**src/rtl/muldiv_if.sv**
```systemverilog
// Request/response bundle between the execute-stage controller and the
// multiply/divide unit.
interface muldiv_if;
  localparam int unsigned N = 32;

  logic [N-1:0] a;
  logic [N-1:0] b;
  logic         sign;
  logic [1:0]   oper;
  logic         start;
  logic         cancel;
  logic         busy;
  logic         done;
  logic [N-1:0] hi;
  logic [N-1:0] lo;

  modport master (output a, b, sign, oper, start, cancel,
                  input  busy, done, hi, lo);
  modport slave  (input  a, b, sign, oper, start, cancel,
                  output busy, done, hi, lo);
endinterface

```
**src/rtl/muldiv.sv**
```systemverilog
// Iterative 32-bit MULT/MULTU/DIV/DIVU unit owning the HI/LO registers.
// Magnitude shift-add / restoring divide over 32 cycles, then sign fix-up.
module muldiv (
  input  logic    clk,
  input  logic    rst_n,
  muldiv_if.slave bus
);
  localparam int unsigned N  = 32;
  localparam int unsigned W2 = 2 * N;
  localparam int unsigned CW = 5;

  typedef enum logic [1:0] {IDLE, CALC, FIX} state_e;

  state_e          state_q, state_d;
  logic [CW-1:0]   cnt_q, cnt_d;
  logic [N-1:0]    m_q, m_d;
  logic [W2-1:0]   p_q, p_d;
  logic [N-1:0]    rem_q, rem_d;
  logic            div_q, div_d;
  logic            qneg_q, qneg_d;
  logic            rneg_q, rneg_d;
  logic [N-1:0]    hi_q, hi_d;
  logic [N-1:0]    lo_q, lo_d;
  logic            busy_q, busy_d;
  logic            done_q, done_d;

  logic            accept_md, accept_mt;
  logic [N-1:0]    a_mag, b_mag;
  logic [N:0]      mul_sum, div_sh;
  logic            div_ge;
  logic [W2-1:0]   prod_fix;
  logic [N-1:0]    quo_fix, rem_fix;

  assign accept_md = bus.start & ~bus.cancel & ~busy_q & (state_q == IDLE) & ~bus.oper[1];
  assign accept_mt = bus.start & ~bus.cancel & (state_q == IDLE) & bus.oper[1];

  assign a_mag = (bus.sign & bus.a[N-1]) ? (~bus.a + N'(1)) : bus.a;
  assign b_mag = (bus.sign & bus.b[N-1]) ? (~bus.b + N'(1)) : bus.b;

  // m_q holds the multiplicand (MULT) or divisor (DIV); p_q[N-1:0] the multiplier / dividend-quotient
  assign mul_sum  = {1'b0, p_q[W2-1:N]} + {1'b0, m_q};
  assign div_sh   = {rem_q, p_q[N-1]};
  assign div_ge   = (div_sh >= {1'b0, m_q});

  assign prod_fix = qneg_q ? (~p_q + W2'(1)) : p_q;
  assign quo_fix  = qneg_q ? (~p_q[N-1:0] + N'(1)) : p_q[N-1:0];
  assign rem_fix  = rneg_q ? (~rem_q + N'(1)) : rem_q;

  always_ff @(posedge clk) begin
    if (!rst_n) state_q <= IDLE;
    else        state_q <= state_d;
  end

  always_comb begin
    state_d = state_q;
    unique case (state_q)
      IDLE:    if (accept_md) state_d = CALC;
      CALC:    if (bus.cancel) state_d = IDLE;
               else if (cnt_q == CW'(N - 1)) state_d = FIX;
      FIX:     state_d = IDLE;
      default: state_d = IDLE;
    endcase
  end

  always_comb begin
    cnt_d  = cnt_q;
    m_d    = m_q;
    p_d    = p_q;
    rem_d  = rem_q;
    div_d  = div_q;
    qneg_d = qneg_q;
    rneg_d = rneg_q;
    hi_d   = hi_q;
    lo_d   = lo_q;
    done_d = 1'b0;
    busy_d = (state_d != IDLE);
    unique case (state_q)
      IDLE: begin
        if (accept_md) begin
          div_d  = bus.oper[0];
          m_d    = bus.oper[0] ? b_mag : a_mag;
          p_d    = {N'(0), bus.oper[0] ? a_mag : b_mag};
          rem_d  = '0;
          cnt_d  = '0;
          qneg_d = bus.sign & (bus.a[N-1] ^ bus.b[N-1]);
          rneg_d = bus.sign & bus.a[N-1];
        end else if (accept_mt) begin
          if (bus.oper[0]) lo_d = bus.a;
          else             hi_d = bus.a;
        end
      end
      CALC: begin
        if (!bus.cancel) begin
          cnt_d = cnt_q + CW'(1);
          if (div_q) begin
            rem_d = div_ge ? N'(div_sh - {1'b0, m_q}) : div_sh[N-1:0];
            p_d   = {p_q[W2-1:N], p_q[N-2:0], div_ge};
          end else begin
            p_d = p_q[0] ? {mul_sum, p_q[N-1:1]} : {1'b0, p_q[W2-1:1]};
          end
        end
      end
      FIX: begin
        if (!bus.cancel) begin
          done_d = 1'b1;
          if (div_q) begin
            lo_d = quo_fix;
            hi_d = rem_fix;
          end else begin
            lo_d = prod_fix[N-1:0];
            hi_d = prod_fix[W2-1:N];
          end
        end
      end
      default: ;
    endcase
  end

  always_ff @(posedge clk) begin
    if (!rst_n) begin
      cnt_q  <= '0;
      m_q    <= '0;
      p_q    <= '0;
      rem_q  <= '0;
      div_q  <= 1'b0;
      qneg_q <= 1'b0;
      rneg_q <= 1'b0;
      hi_q   <= '0;
      lo_q   <= '0;
      busy_q <= 1'b0;
      done_q <= 1'b0;
    end else begin
      cnt_q  <= cnt_d;
      m_q    <= m_d;
      p_q    <= p_d;
      rem_q  <= rem_d;
      div_q  <= div_d;
      qneg_q <= qneg_d;
      rneg_q <= rneg_d;
      hi_q   <= hi_d;
      lo_q   <= lo_d;
      busy_q <= busy_d;
      done_q <= done_d;
    end
  end

  assign bus.busy = busy_q;
  assign bus.done = done_q;
  assign bus.hi   = hi_q;
  assign bus.lo   = lo_q;
endmodule
```
**src/flat_wrapper.sv**
```systemverilog
// flat-port wrapper written by rule: the top's interface ports become plain ports
module muldiv_flat 
  (clk, rst_n, bus_a, bus_b, bus_sign, bus_oper, bus_start, bus_cancel, bus_busy, bus_done, bus_hi, bus_lo);
  muldiv_if bus_i ();
  input  logic clk;
  input  logic rst_n;
  input wire logic [$bits(bus_i.a)-1:0] bus_a;
  input wire logic [$bits(bus_i.b)-1:0] bus_b;
  input wire logic [$bits(bus_i.sign)-1:0] bus_sign;
  input wire logic [$bits(bus_i.oper)-1:0] bus_oper;
  input wire logic [$bits(bus_i.start)-1:0] bus_start;
  input wire logic [$bits(bus_i.cancel)-1:0] bus_cancel;
  output wire logic [$bits(bus_i.busy)-1:0] bus_busy;
  output wire logic [$bits(bus_i.done)-1:0] bus_done;
  output wire logic [$bits(bus_i.hi)-1:0] bus_hi;
  output wire logic [$bits(bus_i.lo)-1:0] bus_lo;
  assign bus_i.a = bus_a;
  assign bus_i.b = bus_b;
  assign bus_i.sign = bus_sign;
  assign bus_i.oper = bus_oper;
  assign bus_i.start = bus_start;
  assign bus_i.cancel = bus_cancel;
  assign bus_busy = bus_i.busy;
  assign bus_done = bus_i.done;
  assign bus_hi = bus_i.hi;
  assign bus_lo = bus_i.lo;
  muldiv u_core (.clk(clk), .rst_n(rst_n), .bus(bus_i));
endmodule
```
**config.mk**
```make
export PLATFORM = sky130hd
export DESIGN_NAME = muldiv_flat
export DESIGN_NICKNAME = d
export VERILOG_FILES = /design/src/rtl/muldiv_if.sv /design/src/rtl/muldiv.sv /design/src/flat_wrapper.sv
export SDC_FILE = /design/constraint.sdc
export NUM_CORES = 1
export LEC_CHECK = 0
export ABC_AREA = 1
export CORE_MARGIN = 5
export CORE_UTILIZATION = 45
export DETAILED_ROUTE_END_ITERATION = 16
export PLACE_DENSITY = 0.7
export RECOVER_POWER = 50
export SYNTH_ARGS = -nofsm -noshare
export SYNTH_HDL_FRONTEND = slang
export SYNTH_SLANG_ARGS = --single-unit
```
**constraint.sdc**
```tcl
create_clock -name clk -period 6.8 [get_ports clk]
set_input_delay 1.02 -clock clk [delete_from_list [all_inputs] [get_ports clk]]
set_output_delay 1.02 -clock clk [all_outputs]
set_load 0.02 [all_outputs]
```
==> metrics.txt <==
top-area cell type share of the netlist area=about a fifth; final hold slack=between 400 and 500 ps; Top cell by count, worst path=nand2_1; CP Launch Type=input port; final setup vio count=0; core area=between 40000 and 50000 µm²; share of post-route cells with drive strength above 1=3.983%; filler instances=4584; Clock power frac=36.4%; Netlist cell types=57; Post-Syn Area=just under 20000 µm²; status=finished, violations left; Chip Height=217.3 µm; DRC Markers=0; I/O pin cnt=137; power per cell area=172.8 nW/µm²; GRT Total Usage=33.70%; fmax=202.5 MHz; Ys Warns=0; Pre-antenna DRT Iters=8; worst-margin pin slew=4130 ps; GR Overflow Total=0; hold_buf cts=0; final hold violations=0; Flop pwr share=34.8%; GPL Wtd Cong=1.046; R2R Setup Slk=2040 ps; initial antenna violation count=3; DRT Wirelength=83580 µm; max-slew violations=roughly 160; sw frac=36.81%; Post-CTS Setup Bufs=0; Clock Path Buffers=3; crit path cell chain=dlygate4sd3_1 -> inv_2 -> nand2_1 -> nor2_1 -> nand2_1 -> nand2_1 -> nand2_1 -> nand2_1 -> a21oi_1; Register-to-Register Path Depth=11; vias per cell=5.856; RSZ-0062 raised after global routing=false; clk slew on worst S/H paths=about 60 ps; placed wire-length estimate=66460 µm; leading area contributor after synthesis=dfxtp_1; P_sw=1377 µW; Worst VDD drop=0.1365 mV; crit-path max cell delay=1290 ps; Worst Setup EP=u_core.rem_q[17]; worst flop-to-flop path startpoint=u_core.state_q[1]; Post-Syn Instances=around 3400; Area Overhead vs Synth=12.01%; Vias=23510; Synth Register Bits=204; vias in the first global route=20840; Logic pwr share=28.8%; Setup CP Type=input port to flop; Synth Net Count=around 3600; Hold Crit Class=flop to flop; largest fanout on the critical path=49; Area contributors post-synth=dfxtp_1 21%, nand2_1 18%, nand3_1 9.1%; IO Port Bufs=136; final worst-path cycle share=between 70% and 80%; Root Buffer=clkbuf_16; Resized Gates After CTS=0; initial drt markers=3231; first-pass GRT wire length=124600 µm; sequential area share after synthesis=21.12%; starting density of the core=45.18%; clk_skew=31.95 ps; largest net degree at the start of global routing=131; total negative slack=0 ps; CTS Buf Count=23; final worst path period need=4939 ps; die area=47210 µm²; DIE WIDTH=217.3 µm; Final nets=3591; CTS tree=done; Slew HR=-175.4%; max cap viols=3; Lkg Pwr=around 0.011 µW; Arr. time, crit path=slightly above 5000 ps; FF-to-FF End=u_core.bus.lo[3]; WL per Instance=20.82 µm; Row Count=76; Worst EP required=7020 ps; Crit-path slowest cell=nand2_1; violated checks=capacitance limit, slew limit; post-route ant nets=0; worst-skew pair later-pin latency=560 ps; clk sinks=204; Internal=2364 µW; Power, Total=3741 µW; CP Capture Type=flop; syn avg cell area=5.670 µm²; Critical Path Source=bus_cancel; depth of the CTS H-tree=1
[how the worst min path moves through the flow]
stage / start / end / slack [ps] / depth (start not counted)
after CTS: u_core.bus.lo[4] / u_core.bus.lo[4] / 470 / 2
final: u_core.bus.lo[4] / u_core.bus.lo[4] / 470 / 2
after detailed placement: u_core.bus.lo[4] / u_core.bus.lo[4] / 460 / 2
after global placement: u_core.bus.lo[4] / u_core.bus.lo[4] / 460 / 2
after floorplan: u_core.cnt_q[4] / u_core.cnt_q[4] / 450 / 2
after global routing: u_core.bus.lo[11] / u_core.bus.lo[11] / 500 / 2
[synthesized netlist by cell type, drive strengths merged]
library cell and count:
buf 57, and3 1, nand4 48, and3b 1
o21a 2, o221ai 7, o21ai 255, nand2 943
nor3 34, dfxtp 204, xnor2 20, nor2 426
clkbuf 81, xor2 36, a221oi 24, a21o 4
ha 70, a21oi 299, clkinv 2, a211oi 2
or2 21, nor3b 2, inv 414, nand3 355
o21bai 9, a31oi 13, and2 3, a41oi 1
nand3b 17, fa 2, o211ai 34, o311ai 1
a22oi 10, nor4 3, o22ai 5, o31ai 3
nand2b 1
[kinds of logic after synthesis]
| group | count (synthesis) | synth area share, % |
|---|---|---|
| DFF | 204 | 21.12 |
| AOI/OAI and AO/OA | 669 | 19.19 |
| xor gates and xnor gates | 56 | 2.537 |
| adders and majority gates | 72 | 4.737 |
| buffers and inverters | 554 | 11.34 |
| and+or+nand+nor | 1855 | 41.07 |
[power by group through the flow]
stage	sequential [µW]	clock (µW)	combinational (µW)
2_1_floorplan	1300	0	725
3_3_place_gp	1320	0	1050
3_5_place_dp	1320	0	1050
4_1_cts	1290	1360	1050
5_1_grt	1300	1410	1170
6_report	1300	1360	1080
[registers in the layout, summed over array words and instances, names as in the netlist, 2 cells and up]
| register | cells |
|---|---|
| u_core.p_q | 64 |
| u_core.bus.hi | 32 |
| u_core.bus.lo | 32 |
| u_core.m_q | 32 |
| u_core.rem_q | 32 |
| u_core.cnt_q | 5 |
| u_core.state_q | 2 |
[metal layers]
layer  vias up  routed length, µm  track usage (%)
met5         -                  0                0
met4         0               4644            15.82
met3       190               8767            5.022
met2      1302              35360            50.73
met1     10740              34810            47.45
li1      11270                  -                -
[critical path: cells and delay by family]
| kind | cells | cell delay (ps) |
|---|---|---|
| and+or+nand+nor | 6 | 3280 |
| AOI/OAI and AO/OA | 1 | 90 |
| buffers and inverters | 2 | 720 |
[area by class of cell]
class                      instances  area, µm²  area share, %
inverter                         416       1565          7.228
clock inverter                    12      165.2         0.7627
sequential                       204       4085          18.86
timing repair buffer             151       1460          6.743
antenna                            3      7.507        0.03467
multi-input combinational       2652      13040          60.20
tap                              546      683.2          3.155
clock buffer                      30      651.9          3.010
[placed cells by master (no fill, tap or decap), drive strengths merged, types with 2 or more instances in the layout]
cell           netlist  routed
o21bai               9       9
xor2                36      36
o211ai              34      34
a21o                 4       4
o22ai                5       5
xnor2               20      20
a21oi              299     299
or2                 21      21
ha                  70      70
and2                 3       3
diode                0       3
o31ai                3       3
a31oi               13      13
clkinv               2       8
nor3                34      34
nand2              943     943
nand3              355     355
a211oi               2       2
nand4               48      48
nor2               426     426
fa                   2       2
dlygate4sd3          0      67
clkdlybuf4s50        0      68
o221ai               7       7
a22oi               10      10
buf                 57      13
clkbuf              81      33
nor3b                2       2
nor4                 3       3
o21a                 2       2
clkinvlp             0       4
nand3b              17      17
bufinv               0       3
inv                414     413
a221oi              24      24
dfxtp              204     204
o21ai              255     255
[through the flow]
step                cells  util [%]  setup slack, ps  instance area, µm²
floorplan            3410         -             4325               19330
global placement     3969     48.75             2914               20860
detailed placement   3969     48.75             2859               20860
CTS                  4011     50.66             3380               21680
global route         4011     50.59             1552               21650
finish               4014     50.61             1861               21660
Note: power is estimated with default switching activity, not from simulation.
